**config.mk**
```make
export PLATFORM = sky130hd
export DESIGN_NAME = ping_sampler
export DESIGN_NICKNAME = d
export VERILOG_FILES = /design/src/rtl/ping_pkg.sv /design/src/rtl/bcd3_to_bin.sv /design/src/rtl/ping_sampler.sv
export SDC_FILE = /design/constraint.sdc
export NUM_CORES = 1
export LEC_CHECK = 0
export CAP_MARGIN = 25
export CORE_MARGIN = 2
export CORE_UTILIZATION = 48
export CTS_BUF_LIST = sky130_fd_sc_hd__clkbuf_16
export CTS_CLUSTER_DIAMETER = 30
export DETAILED_ROUTE_END_ITERATION = 16
export PLACE_DENSITY = 0.67
export SLEW_MARGIN = 20
export SYNTH_ARGS = -nofsm -noshare
export SYNTH_HDL_FRONTEND = slang
export SYNTH_SLANG_ARGS = --single-unit
```
**constraint.sdc**
```tcl
create_clock -name clk -period 4.4 [get_ports clk]
set_input_delay 0.44 -clock clk [delete_from_list [all_inputs] [get_ports clk]]
set_output_delay 0.44 -clock clk [all_outputs]
set_load 0.005 [all_outputs]
```
**src/rtl/ping_pkg.sv**
```systemverilog
// rtl/ping_pkg.sv - shared widths, sentinel and FSM states for the ping sampler
// Contents: CM_W/BCD_W widths, ERR_CM sentinel, cm_t/bcd_t types, sampler FSM state enum.
package ping_pkg;

    localparam int unsigned CM_W  = 10;
    localparam int unsigned BCD_W = 4;

    // Value the ping block reports when its own echo timer expires.
    localparam logic [CM_W-1:0] ERR_CM = 10'd255;

    typedef logic [CM_W-1:0]  cm_t;
    typedef logic [BCD_W-1:0] bcd_t;

    typedef enum logic [2:0] {
        IDLE,
        REQ,
        CONVERT,
        RELEASE,
        UPDATE
    } sampler_state_e;

endpackage

```
**src/rtl/bcd3_to_bin.sv**
```systemverilog
// rtl/bcd3_to_bin.sv - combinational 3-digit BCD to 10-bit binary converter
// Ports: hundreds/tens/digits (BCD in), value (10-bit binary, modulo 1024), bad_digit (any digit > 9).
module bcd3_to_bin
    import ping_pkg::*;
(
    input  bcd_t hundreds,
    input  bcd_t tens,
    input  bcd_t digits,
    output cm_t  value,
    output logic bad_digit
);

    // Arithmetic is done at the output width so illegal digits simply wrap.
    assign value = cm_t'(hundreds) * 10'd100 + cm_t'(tens) * 10'd10 + cm_t'(digits);

    assign bad_digit = (hundreds > 4'd9) | (tens > 4'd9) | (digits > 4'd9);

endmodule

```
**src/rtl/ping_sampler.sv**
```systemverilog
// rtl/ping_sampler.sv - periodic ping requester with error rejection and 4-sample average
// Ports: clk, reset (async, active-high), enable; req/done handshake with the ping block;
//        cm_hundreds/cm_tens/cm_digits BCD result in; sample_cm (raw), distance_cm (average),
//        valid (one-cycle strobe), out_of_range, err_count (saturating), busy (FSM not idle).
module ping_sampler
    import ping_pkg::*;
#(
    parameter int unsigned PERIOD_CYCLES   = 1500000,
    parameter int unsigned WATCHDOG_CYCLES = 300000
) (
    input  logic       clk,
    input  logic       reset,
    input  logic       enable,
    output logic       req,
    input  logic       done,
    input  bcd_t       cm_digits,
    input  bcd_t       cm_tens,
    input  bcd_t       cm_hundreds,
    output cm_t        sample_cm,
    output cm_t        distance_cm,
    output logic       valid,
    output logic       out_of_range,
    output logic [7:0] err_count,
    output logic       busy
);

    localparam int unsigned PER_W = $clog2(PERIOD_CYCLES);
    localparam int unsigned WD_W  = $clog2(WATCHDOG_CYCLES);

    sampler_state_e    state_q, state_d;
    logic [PER_W-1:0]  period_q, period_d;
    logic [WD_W-1:0]   wdog_q, wdog_d;
    bcd_t              hun_q, hun_d, ten_q, ten_d, dig_q, dig_d;
    cm_t               sample_q, sample_d;
    logic              err_q, err_d;
    logic [3:0][CM_W-1:0] hist_q, hist_d;
    logic              hist_vld_q, hist_vld_d;
    cm_t               dist_q, dist_d;
    logic              valid_q, valid_d;
    logic              oor_q, oor_d;
    logic [7:0]        errcnt_q, errcnt_d;

    logic              tick;
    logic [11:0]       sum;
    cm_t               conv_value;
    logic              conv_bad;

    bcd3_to_bin u_conv (
        .hundreds  (hun_q),
        .tens      (ten_q),
        .digits    (dig_q),
        .value     (conv_value),
        .bad_digit (conv_bad)
    );

    assign tick     = (period_q == PER_W'(PERIOD_CYCLES - 1));
    assign period_d = tick ? '0 : period_q + 1'b1;

    always_comb begin
        state_d    = state_q;
        wdog_d     = wdog_q;
        hun_d      = hun_q;
        ten_d      = ten_q;
        dig_d      = dig_q;
        sample_d   = sample_q;
        err_d      = err_q;
        hist_d     = hist_q;
        hist_vld_d = hist_vld_q;
        dist_d     = dist_q;
        oor_d      = oor_q;
        errcnt_d   = errcnt_q;
        valid_d    = 1'b0;
        sum        = '0;

        case (state_q)
            IDLE: begin
                wdog_d = '0;
                err_d  = 1'b0;
                // Ticks seen outside IDLE are simply lost; a stale done blocks a new request.
                if (tick && enable && !done) begin
                    state_d = REQ;
                end
            end
            REQ: begin
                if (done) begin
                    hun_d   = cm_hundreds;
                    ten_d   = cm_tens;
                    dig_d   = cm_digits;
                    state_d = CONVERT;
                end else if (wdog_q == WD_W'(WATCHDOG_CYCLES - 1)) begin
                    err_d   = 1'b1;
                    state_d = RELEASE;
                end else begin
                    wdog_d = wdog_q + 1'b1;
                end
            end
            CONVERT: begin
                sample_d = conv_value;
                err_d    = conv_bad | (conv_value == ERR_CM);
                state_d  = RELEASE;
            end
            RELEASE: begin
                // Hold req low until the ping block has dropped done so it re-arms.
                if (!done) begin
                    state_d = UPDATE;
                end
            end
            UPDATE: begin
                valid_d = 1'b1;
                state_d = IDLE;
                if (err_q) begin
                    oor_d = 1'b1;
                    if (errcnt_q != 8'hFF) begin
                        errcnt_d = errcnt_q + 8'd1;
                    end
                end else begin
                    oor_d = 1'b0;
                    // First good reading fills the whole window so the average starts at it.
                    if (!hist_vld_q) begin
                        hist_d = {4{sample_q}};
                    end else begin
                        hist_d = {hist_q[2:0], sample_q};
                    end
                    hist_vld_d = 1'b1;
                    sum = 12'(hist_d[0]) + 12'(hist_d[1]) + 12'(hist_d[2]) + 12'(hist_d[3]);
                    dist_d = cm_t'(sum >> 2);
                end
            end
            default: state_d = IDLE;
        endcase
    end

    always_ff @(posedge clk or posedge reset) begin
        if (reset) begin
            state_q    <= IDLE;
            period_q   <= '0;
            wdog_q     <= '0;
            hun_q      <= '0;
            ten_q      <= '0;
            dig_q      <= '0;
            sample_q   <= '0;
            err_q      <= 1'b0;
            hist_q     <= '0;
            hist_vld_q <= 1'b0;
            dist_q     <= '0;
            valid_q    <= 1'b0;
            oor_q      <= 1'b0;
            errcnt_q   <= '0;
        end else begin
            state_q    <= state_d;
            period_q   <= period_d;
            wdog_q     <= wdog_d;
            hun_q      <= hun_d;
            ten_q      <= ten_d;
            dig_q      <= dig_d;
            sample_q   <= sample_d;
            err_q      <= err_d;
            hist_q     <= hist_d;
            hist_vld_q <= hist_vld_d;
            dist_q     <= dist_d;
            valid_q    <= valid_d;
            oor_q      <= oor_d;
            errcnt_q   <= errcnt_d;
        end
    end

    // req decodes straight from the state register so an async reset drops it at once.
    assign req          = (state_q == REQ);
    assign busy         = (state_q != IDLE);
    assign sample_cm    = sample_q;
    assign distance_cm  = dist_q;
    assign valid        = valid_q;
    assign out_of_range = oor_q;
    assign err_count    = errcnt_q;

endmodule
```
# == Word level (Yosys, flattened, before mapping) ==
# Index checks and enable logic that the tools add are counted.
# totals
register_bits,117
in_bits,16
output_inout_bits,32
wordCells,77
# op_classes
addsub,8
multipliers,2
n_lt_le_gt_ge,3
n_eq_ne,14
n_mux,17
n_bitwise,4
n_reduce_logical,13
# op_table
op,n
40-bit two-way mux,3
19-bit two-way mux,2
19-bit one-hot mux with 2 select lines,1
21-bit by 1-bit adder with 21-bit output (second input constant),1
21-bit equality test (second input constant),1
21-bit two-way mux,1
19-bit by 1-bit adder with 19-bit output (second input constant),1
19-bit equality test (second input constant),1
11-bit by 10-bit adder with 12-bit output,1
12-bit by 10-bit adder with 12-bit output,1
4-bit greater-than comparator (second input constant),3
3-bit two-way mux,4
3-bit one-hot mux with 4 select lines,1
3-bit AND reduction,4
10-bit by 10-bit adder with 11-bit output,1
10-bit by 4-bit adder with 10-bit output,1
10-bit by 8-bit adder with 10-bit output,1
10-bit by 8-bit equality test with 1-bit output (second input constant),1
8-bit by 1-bit adder with 8-bit output (second input constant),1
4-bit by 5-bit multiplier with 8-bit output (second input constant),1
2-bit != test (second input constant),4
8-bit != test (second input constant),1
4-bit by 3-bit multiplier with 7-bit output (second input constant),1
3-bit by 2-bit equality test with 1-bit output (second input constant),2
other kinds (14),22

# == Logic depth before layout (Yosys ltp) ==
# Gate-level depths: netlist of the first run.
# depth
ltp_word,6
mapped_depth,15
ltp_nobuf,13

# == Cells and area by module ==
# A second synthesis of the first run with hierarchy kept.
# unflattened
hier_cells,687
area_unflattened_um2,6774.0
# modules_own_cells
module,n_inst,cells_each,area_per_inst_um2,seq_area_each_um2
ping_sampler,1,607,6062.1,2927.8
bcd3_to_bin,1,80,711.9,0.0

# == Worst setup path after synthesis of the first run ==
# No wires, ideal clock.
# synth_timing
kind,flip-flop to flip-flop
startpoint,register hist_vld_q
endpoint,register dist_q[6] (netlist: distance_cm[6])
setup_time_ns,0.069
arrival_time_ns,3.412
required_time_ns,4.331
slack_ns,0.920
stages_incl_launch_ff,13
path_buffers,2
period_less_slack_ns,3.480
cell_sequence,dfrtp_1 clkbuf_1 clkbuf_1 nand2_1 nand2_1 fa_1 fa_1 ha_1 and4b_1 a221o_1 a31o_1 a31o_1 nand3_1
# synth_between
elab_chain_len,6
# synth_rtl
item,line,rtl
"start, declared",ping_sampler.sv:37,"logic hist_vld_q, hist_vld_d;"
"start signal, assigned",ping_sampler.sv:159,hist_vld_q <= hist_vld_d;
40-bit two-way mux (*),ping_sampler.sv:119,if (!hist_vld_q) begin
40-bit two-way mux (*),ping_sampler.sv:111,if (err_q) begin
40-bit two-way mux (*),ping_sampler.sv:75,case (state_q)
10-bit by 10-bit adder with 11-bit output,ping_sampler.sv:125,sum = 12'(hist_d[0]) + 12'(hist_d[1]) + 12'(hist_d[2]) + 12'(hist_d[3]);
11-bit by 10-bit adder with 12-bit output,ping_sampler.sv:125,
12-bit by 10-bit adder with 12-bit output (*),ping_sampler.sv:125,
"end signal, assigned",ping_sampler.sv:160,dist_q <= dist_d;
"end, declared",ping_sampler.sv:38,"cm_t dist_q, dist_d;"
# Every way passes the cells marked *; elsewhere a longest branch is shown, timed or not. The select of a mux whose other input is x is not followed.
# A chain may end at the register's enable or synchronous reset.

# == Final worst setup path of the first run ==
# layout_timing
startpoint,register hist_vld_q
endpoint,register dist_q[7] (netlist: distance_cm[7])
# The elaborated chain is that of the path after synthesis.

==> summary.md, run 1 <==
| Metric | Value |
|---|---|
| Slew HR | `0.5244` |
| Cells after Synth | `742` |
| CP dominant cell by count | `fa_1` |
| Crit path kind | `reg2reg` |
| Crit. path cell count | `12` |
| Seq/Total Area, Yosys | `0.4121` |
| Drt pass-1 iters | `5` |
| Post-synthesis mux area share | `0.01884` |
| Xor/xnor share of the synthesized area | `0.04685` |
| # Post-CTS Setup Buffers | `0` |
| Most frequent cells in the layout | `nand2_1 (134), dfrtp_1 (116), nor2_1 (55)` |
| Most common cell after layout, fill and taps aside | `nand2_1` |
| Final setup violation count | `0` |
| Startpoint types | `flop` |
| DP HPWL | `11.43 mm` |
| Setup TNS | `0 ns` |
| Diode count | `0` |
| CP bufs+invs | `1` |
| Final antenna-violating net count | `0` |
| Cell variety after synth | `74` |
| Global-route wire length before repair | `26.69 mm` |
| Worst-path clk slew | `0.06 ns` |
| Fin. Hold Viols | `0` |
| CP Launch Point | `hist_vld_q` |
| Area growth from synthesis to layout | `18.18%` |
| Status | `finished, final reports clean` |
| Largest net degree at the start of global routing | `57` |
| Worst setup EP type | `flop` |
| Met3 wire len | `642 um` |
| FILL cells | `1231` |
| Initial Utilization | `0.4907` |
| Simple-Gate Fraction of Synth Area | `0.2291` |
| Flop-to-flop setup slack | `0.52 ns` |
| Crit share post-route | `0.8817` |
| Post-synthesis adder-cell area fraction | `0.1374` |
| RePlAce Congestion | `0.8587` |
| Yosys reg bits | `117` |
| Met1 wire length | `6.914 mm` |
| Core Area | `14480 um2` |
| F_max | `0.2578 GHz` |
| YS warnings | `0` |
| Syn avg cell area | `9.575 um2` |
| Mapped Nets | `821` |
| Die area | `15790 um2` |
| Max-slew violation count | `0` |
| Layout cells sized above 1 | `0.06742` |
| Register-to-Register Path Depth | `12` |
| Vias in the first global route | `5597` |
| Residual DRC | `0` |
| Least-Margin Pin Slew | `0.7134 ns` |
| Final #Nets | `867` |
| Total global-route track usage | `0.2079` |
| CP arrival | `4.16 ns` |
| Clock latency on the worst-skew pair | `0.41 ns` |
| Number of enable flip-flop cells after synthesis | `0` |
| Rows | `44` |
| CTS tree | `done` |
| Reg2reg end | `distance_cm[7]` |
| Critical Path End | `distance_cm[7]` |
| Ports | `48` |
| DR vias/cell | `5.562` |
| Initial antenna violation count | `0` |
| DR WL/cell | `15.78 um` |
| Via count | `5479` |
| CP max FO | `24` |
| Final wirelength | `15.55 mm` |
| Crit path time final | `3.880 ns` |
| Chip width | `125.7 um` |
| Fraction of the mapped netlist area in compound gates | `0.1203` |
| Async set-reset flop share out of synthesis | `1.000` |
| Input/output buffers | `47` |
| H-tree depth | `4` |
| CTS root buf | `clkbuf_16` |
| CP top delay family | `adder cells` |
| Largest stage delay on the critical path | `0.60 ns` |
| Max layer used | `met4` |
| Skew final | `0.007079 ns` |
| DRT iter0 DRCs | `371` |
| RSZ-0062 raised after global routing | `no` |
| Slowest CP cell | `dfrtp_2` |
| Gr ovfl total | `0` |
| Worst R2R Start | `hist_vld_q` |
| Clk buf depth | `2` |
| CTS buffer count | `17` |
| HP Class | `reg2reg` |
| Most used DFF post-synth | `dfrtp_1` |
| Worst path cell trace | `buf_4 -> nand2b_1 -> nand2_1 -> fa_1 -> fa_1 -> nand3b_1 -> fa_1 -> nor2b_1 -> o21ai_0 -> a21boi_1 -> o21a_1 -> o211ai_1` |
| Largest family of logic cells by synthesized area | `simple AND/OR/NAND/NOR gates` |
| Max_cap viols | `0` |
| Die height | `125.7 um` |
| Met2 wire len | `7.685 mm` |
| Critical Path RT | `4.68 ns` |
| Clock sinks | `117` |
| Area of the mapped netlist | `7104 um2` |
## metal layers
metal | GRT usage | up-vias
li1 | - | 2705
met1 | 0.2611 | 2646
met2 | 0.3488 | 107
met3 | 0.05862 | 21
met4 | 0.06797 | 0
met5 | 0 | -
## worst min-delay path, cell delays in order, from the launching register on
cell and delay (ns):
dfrtp_1 0.34, nand2_1 0.05, nand2_1 0.05
## cell families (layout without fill, tap and decap cells)
| family | after synthesis | in the layout |
|---|---|---|
| AOI/OAI and AO/OA | 129 | 129 |
| xor gates and xnor gates | 38 | 38 |
| adders and majority gates | 63 | 63 |
| buffers and inverters | 61 | 120 |
| DFF | 117 | 117 |
| muxes | 12 | 12 |
| and+or+nand+nor | 322 | 322 |
## through the flow
step	cell area [um2]	std cells	setup slack, ns	util	hold slack (ns)
3_3_place_gp	7735	953	0.4764	0.5342	0.4605
4_1_cts	8394	985	0.3280	0.5798	0.4770
2_1_floorplan	7104	742	0.8592	-	0.4459
6_report	8396	985	0.5204	0.5798	0.4738
5_1_grt	8396	985	0.1901	0.5798	0.5011
3_5_place_dp	7735	953	0.3429	0.5342	0.4626
## final cells by class
| type | instances | area [um2] | area share |
|---|---|---|---|
| tap | 184 | 230.2 | 0.02742 |
| clock inverter | 15 | 234.0 | 0.02787 |
| sequential | 117 | 2929 | 0.3489 |
| multi-input combinational | 564 | 3928 | 0.4678 |
| inverter | 35 | 133.9 | 0.01595 |
| clock buffer | 17 | 425.4 | 0.05067 |
| timing repair buffer | 53 | 515.5 | 0.06140 |
## synthesized netlist by cell type (2+ instances only)
cell type  count  area, um2
dfrtp_1      117       2928
and3_1         7      43.79
o2111ai_1      3      26.28
xnor2_1       20      175.2
and4_1         4      35.03
nand4_1       12      75.07
ha_1          38      475.5
and2_1         3      18.77
fa_1          25      500.5
xor2_1        18      157.7
o211ai_1       6      45.04
or4_1          6      45.04
clkbuf_1      19      71.32
buf_2          3      15.01
a21boi_1       2      15.01
and3b_1        2      17.52
nor3_2         2      20.02
o21a_1         6      45.04
a31o_1         2      17.52
o21ai_1       15      75.07
a21o_1         6      45.04
nand2_1      134      503.0
a21oi_1       22      110.1
o31ai_1       10      75.07
buf_4          3      22.52
nand2b_1      11      68.82
o21ai_0       19      95.09
inv_1         35      131.4
o221ai_1       2      17.52
nor2_1        55      206.5
nor2b_1        7      43.79
or3_1          9      56.30
nor4_1         8      50.05
nand3_1       20      100.1
or3b_1         2      17.52
o211a_1        2      20.02
nor3_1        17      85.08
a211oi_1       7      52.55
mux2_1        10      112.6
nand3b_1       2      15.01
nand4bb_1      2      22.52
nor3b_1        4      30.03
a31oi_1       14      87.58
## sequential cells by signal, summed over array words and instances, names as in the netlist
signal,cells
hist_q,30
out_of_range,1
state_q,3
distance_cm,10
sample_cm,10
err_q,1
ten_q,4
dig_q,4
hist_vld_q,1
period_q,21
hun_q,4
valid,1
err_count,8
wdog_q,19
## worst min-delay path by stage
| stage | start | end | slack [ns] | cells past startpoint |
|---|---|---|---|---|
| floorplan | hist_q[1] | hist_q[1] | 0.45 | 2 |
| global placement | hist_q[27] | hist_q[27] | 0.46 | 2 |
| detailed placement | hist_q[1] | hist_q[1] | 0.46 | 2 |
| CTS | hist_q[3] | hist_q[3] | 0.48 | 2 |
| global route | hist_q[5] | hist_q[5] | 0.50 | 2 |
| finish | hist_q[3] | hist_q[3] | 0.47 | 2 |
## timing repair
item                                    CTS  global route
endpoints found under the hold margin     0             0
endpoints found under the setup margin    0             1
hold buffers                              0             0
resized for setup                         0             1
Power of run 1 is left out: the tool's default activity adds up to more than one toggle a clock period on the data nets, which glitch-free logic cannot reach.
==> run 2, diff against run 1 <==
--- a/config.mk
+++ b/config.mk
@@ -11,6 +11,7 @@
 export CTS_BUF_LIST = sky130_fd_sc_hd__clkbuf_16
 export CTS_CLUSTER_DIAMETER = 30
 export DETAILED_ROUTE_END_ITERATION = 16
+export HOLD_SLACK_MARGIN = 0.02
 export PLACE_DENSITY = 0.67
 export SLEW_MARGIN = 20
 export SYNTH_ARGS = -nofsm -noshare
==> results of run 2 <==
Same layout as run 1: the final DEF is identical, and so are final timing and power.
Power of run 2 is left out for the same reason.
==> run 3, diff against run 2 <==
--- a/config.mk
+++ b/config.mk
@@ -11,8 +11,9 @@
 export CTS_BUF_LIST = sky130_fd_sc_hd__clkbuf_16
 export CTS_CLUSTER_DIAMETER = 30
 export DETAILED_ROUTE_END_ITERATION = 16
+export GPL_TIMING_DRIVEN = 1
 export HOLD_SLACK_MARGIN = 0.02
-export PLACE_DENSITY = 0.67
+export PLACE_DENSITY_LB_ADDON = 0.3
 export SLEW_MARGIN = 20
 export SYNTH_ARGS = -nofsm -noshare
 export SYNTH_HDL_FRONTEND = slang
==> summary.md, run 3 (synthesis results as in run 1) <==
| Metric | Value |
|---|---|
| Global-route wire length before repair | `26.86 mm (+0.64%)` |
| Final #Nets | `866 (-0.12%)` |
| Largest Register | `hist_q` |
| Startpoint types | `flop` |
| DR WL/cell | `15.64 um (-0.91%)` |
| Final setup violation count | `0 (unchanged)` |
| CTS buffer count | `17 (unchanged)` |
| Biggest regs | `hist_q (30), period_q (21), wdog_q (19)` |
| Critical Path RT | `4.71 ns (+0.03 ns)` |
| Crit path kind | `reg2reg` |
| CP Launch Point | `hist_vld_q` |
| Gr ovfl total | `0 (unchanged)` |
| DP HPWL | `10.95 mm (-4.2%)` |
| Reg2reg end | `distance_cm[8]` |
| Fin. Hold Viols | `0 (unchanged)` |
| Most common cell after layout, fill and taps aside | `nand2_1` |
| Core Area | `14480 um2 (unchanged)` |
| Area growth from synthesis to layout | `16.63%` |
| Final wirelength | `15.36 mm (-1.2%)` |
| Die area | `15790 um2 (unchanged)` |
| CP max FO | `21 (-13%)` |
| Initial antenna violation count | `0 (unchanged)` |
| F_max | `0.2540 GHz (-1.4%)` |
| Skew final | `0.006589 ns (-0.0004899 ns)` |
| CP arrival | `4.24 ns (+0.08 ns)` |
| Most frequent cells in the layout | `nand2_1 (134), dfrtp_1 (117), nor2_1 (55)` |
| CTS root buf | `clkbuf_16` |
| Diode count | `0 (unchanged)` |
| Setup TNS | `0 ns (unchanged)` |
| CTS tree | `done` |
| Via count | `5551 (+1.3%)` |
| DRT iter0 DRCs | `417 (+12%)` |
| Chip width | `125.7 um (unchanged)` |
| Vias in the first global route | `5673 (+1.4%)` |
| Final antenna-violating net count | `0 (unchanged)` |
| Register-to-Register Path Depth | `11 (-1)` |
| Post-cts resize count | `0 (unchanged)` |
| Largest net degree at the start of global routing | `67 (+18%)` |
| Initial Utilization | `0.4907 (unchanged)` |
| Ports | `48 (unchanged)` |
| Input/output buffers | `47 (unchanged)` |
| H-tree depth | `4 (unchanged)` |
| Layout cells sized above 1 | `0.05764 (-0.009772)` |
| RePlAce Congestion | `0.8107 (-5.6%)` |
| Rows | `44 (unchanged)` |
| Residual DRC | `0 (unchanged)` |
| HP Class | `reg2reg` |
| RSZ-0062 raised after global routing | `no` |
| Die height | `125.7 um (unchanged)` |
| Hold-fix buffers, CTS | `0 (unchanged)` |
| Crit share post-route | `0.8946 (+0.01290)` |
| Max reg flops | `30 (unchanged)` |
| # Post-CTS Setup Buffers | `0 (unchanged)` |
| Clock sinks | `117 (unchanged)` |
| Worst-path clk slew | `0.05 ns (about the same)` |
| Worst R2R Start | `hist_vld_q` |
| Flop-to-flop setup slack | `0.46 ns (-0.06 ns)` |
| Clk buf depth | `2 (unchanged)` |
| Least-Margin Pin Slew | `0.9842 ns (+0.2708 ns)` |
| Slew HR | `0.3409 (-0.1835)` |
| Clock latency on the worst-skew pair | `0.41 ns (about the same)` |
| Critical Path End | `distance_cm[8]` |
| Status | `finished, final reports clean` |
| Crit path time final | `3.936 ns (+0.05676 ns)` |
| Worst setup EP type | `flop` |
| Max-slew violation count | `0 (unchanged)` |
| Drt pass-1 iters | `4 (-1)` |
| DR vias/cell | `5.653 (+1.6%)` |
| Total global-route track usage | `0.2087 (+0.0007708)` |
| Max_cap viols | `0 (unchanged)` |
==> run 3: cell count changes in the layout (fill, tap and decap cells not counted), moves of 2 or more <==
cell / previous run / this run
bufinv_16: 6 / 2
buf_4: 6 / 4
clkinv_1: 2 / 4
clkinv_2: 3 / 1
clkinv_4: 0 / 2
inv_1: 34 / 36
==> run 3: worst min path at each step <==
stage / end / start / depth (start not counted)
after detailed placement: hist_q[17] / hist_q[17] / 2
after global routing: hist_q[6] / hist_q[6] / 2
final: hist_q[8] / hist_q[8] / 2
after global placement: hist_q[10] / hist_q[10] / 2
after CTS: hist_q[17] / hist_q[17] / 2
after floorplan: hist_q[1] / hist_q[1] / 2
==> run 3: layout make-up <==
class	instances	area, um2
clock buffers	17	425.4
repair buffers	52	520.5
multi-input cells	564	3928
well taps	184	230.2
fillers	1248	6193
clock inverters	13	120.1
inverters	35	133.9
flip-flops and latches	117	2928
==> run 3: layer usage <==
layer  GRT usage  up-vias  part of all wire
met3     0.05013       24             0.032
met2      0.3431      101              0.49
met4     0.06275        0             0.015
met1      0.2764     2728              0.46
met5           0        -                 0
li1            -     2698                 -
==> run 3: stage by stage <==
stage / util / instances / setup slack [ns] / hold WS, ns / instance area (um2)
CTS: 0.5722 / 982 / 0.4641 / 0.4806 / 8285
finish: 0.5722 / 982 / 0.4636 / 0.4777 / 8285
floorplan: - / 742 / 0.8592 / 0.4459 / 7104
global placement: 0.5346 / 952 / 0.7046 / 0.4635 / 7740
detailed placement: 0.5346 / 952 / 0.4770 / 0.4636 / 7740
global route: 0.5722 / 982 / 0.2195 / 0.5107 / 8285
==> run 3: worst max-delay path, stage by stage, from the launching register on <==
cell	delay (ns)
dfrtp_1	0.68
buf_4	0.33
nand2b_1	0.23
nand2_1	0.10
fa_1	0.49
fa_1	0.49
ha_1	0.41
nand4_1	0.16
nor2_1	0.05
a2111oi_0	0.48
a21boi_1	0.14
o31ai_1	0.26
Power of run 3 is left out for the same reason.
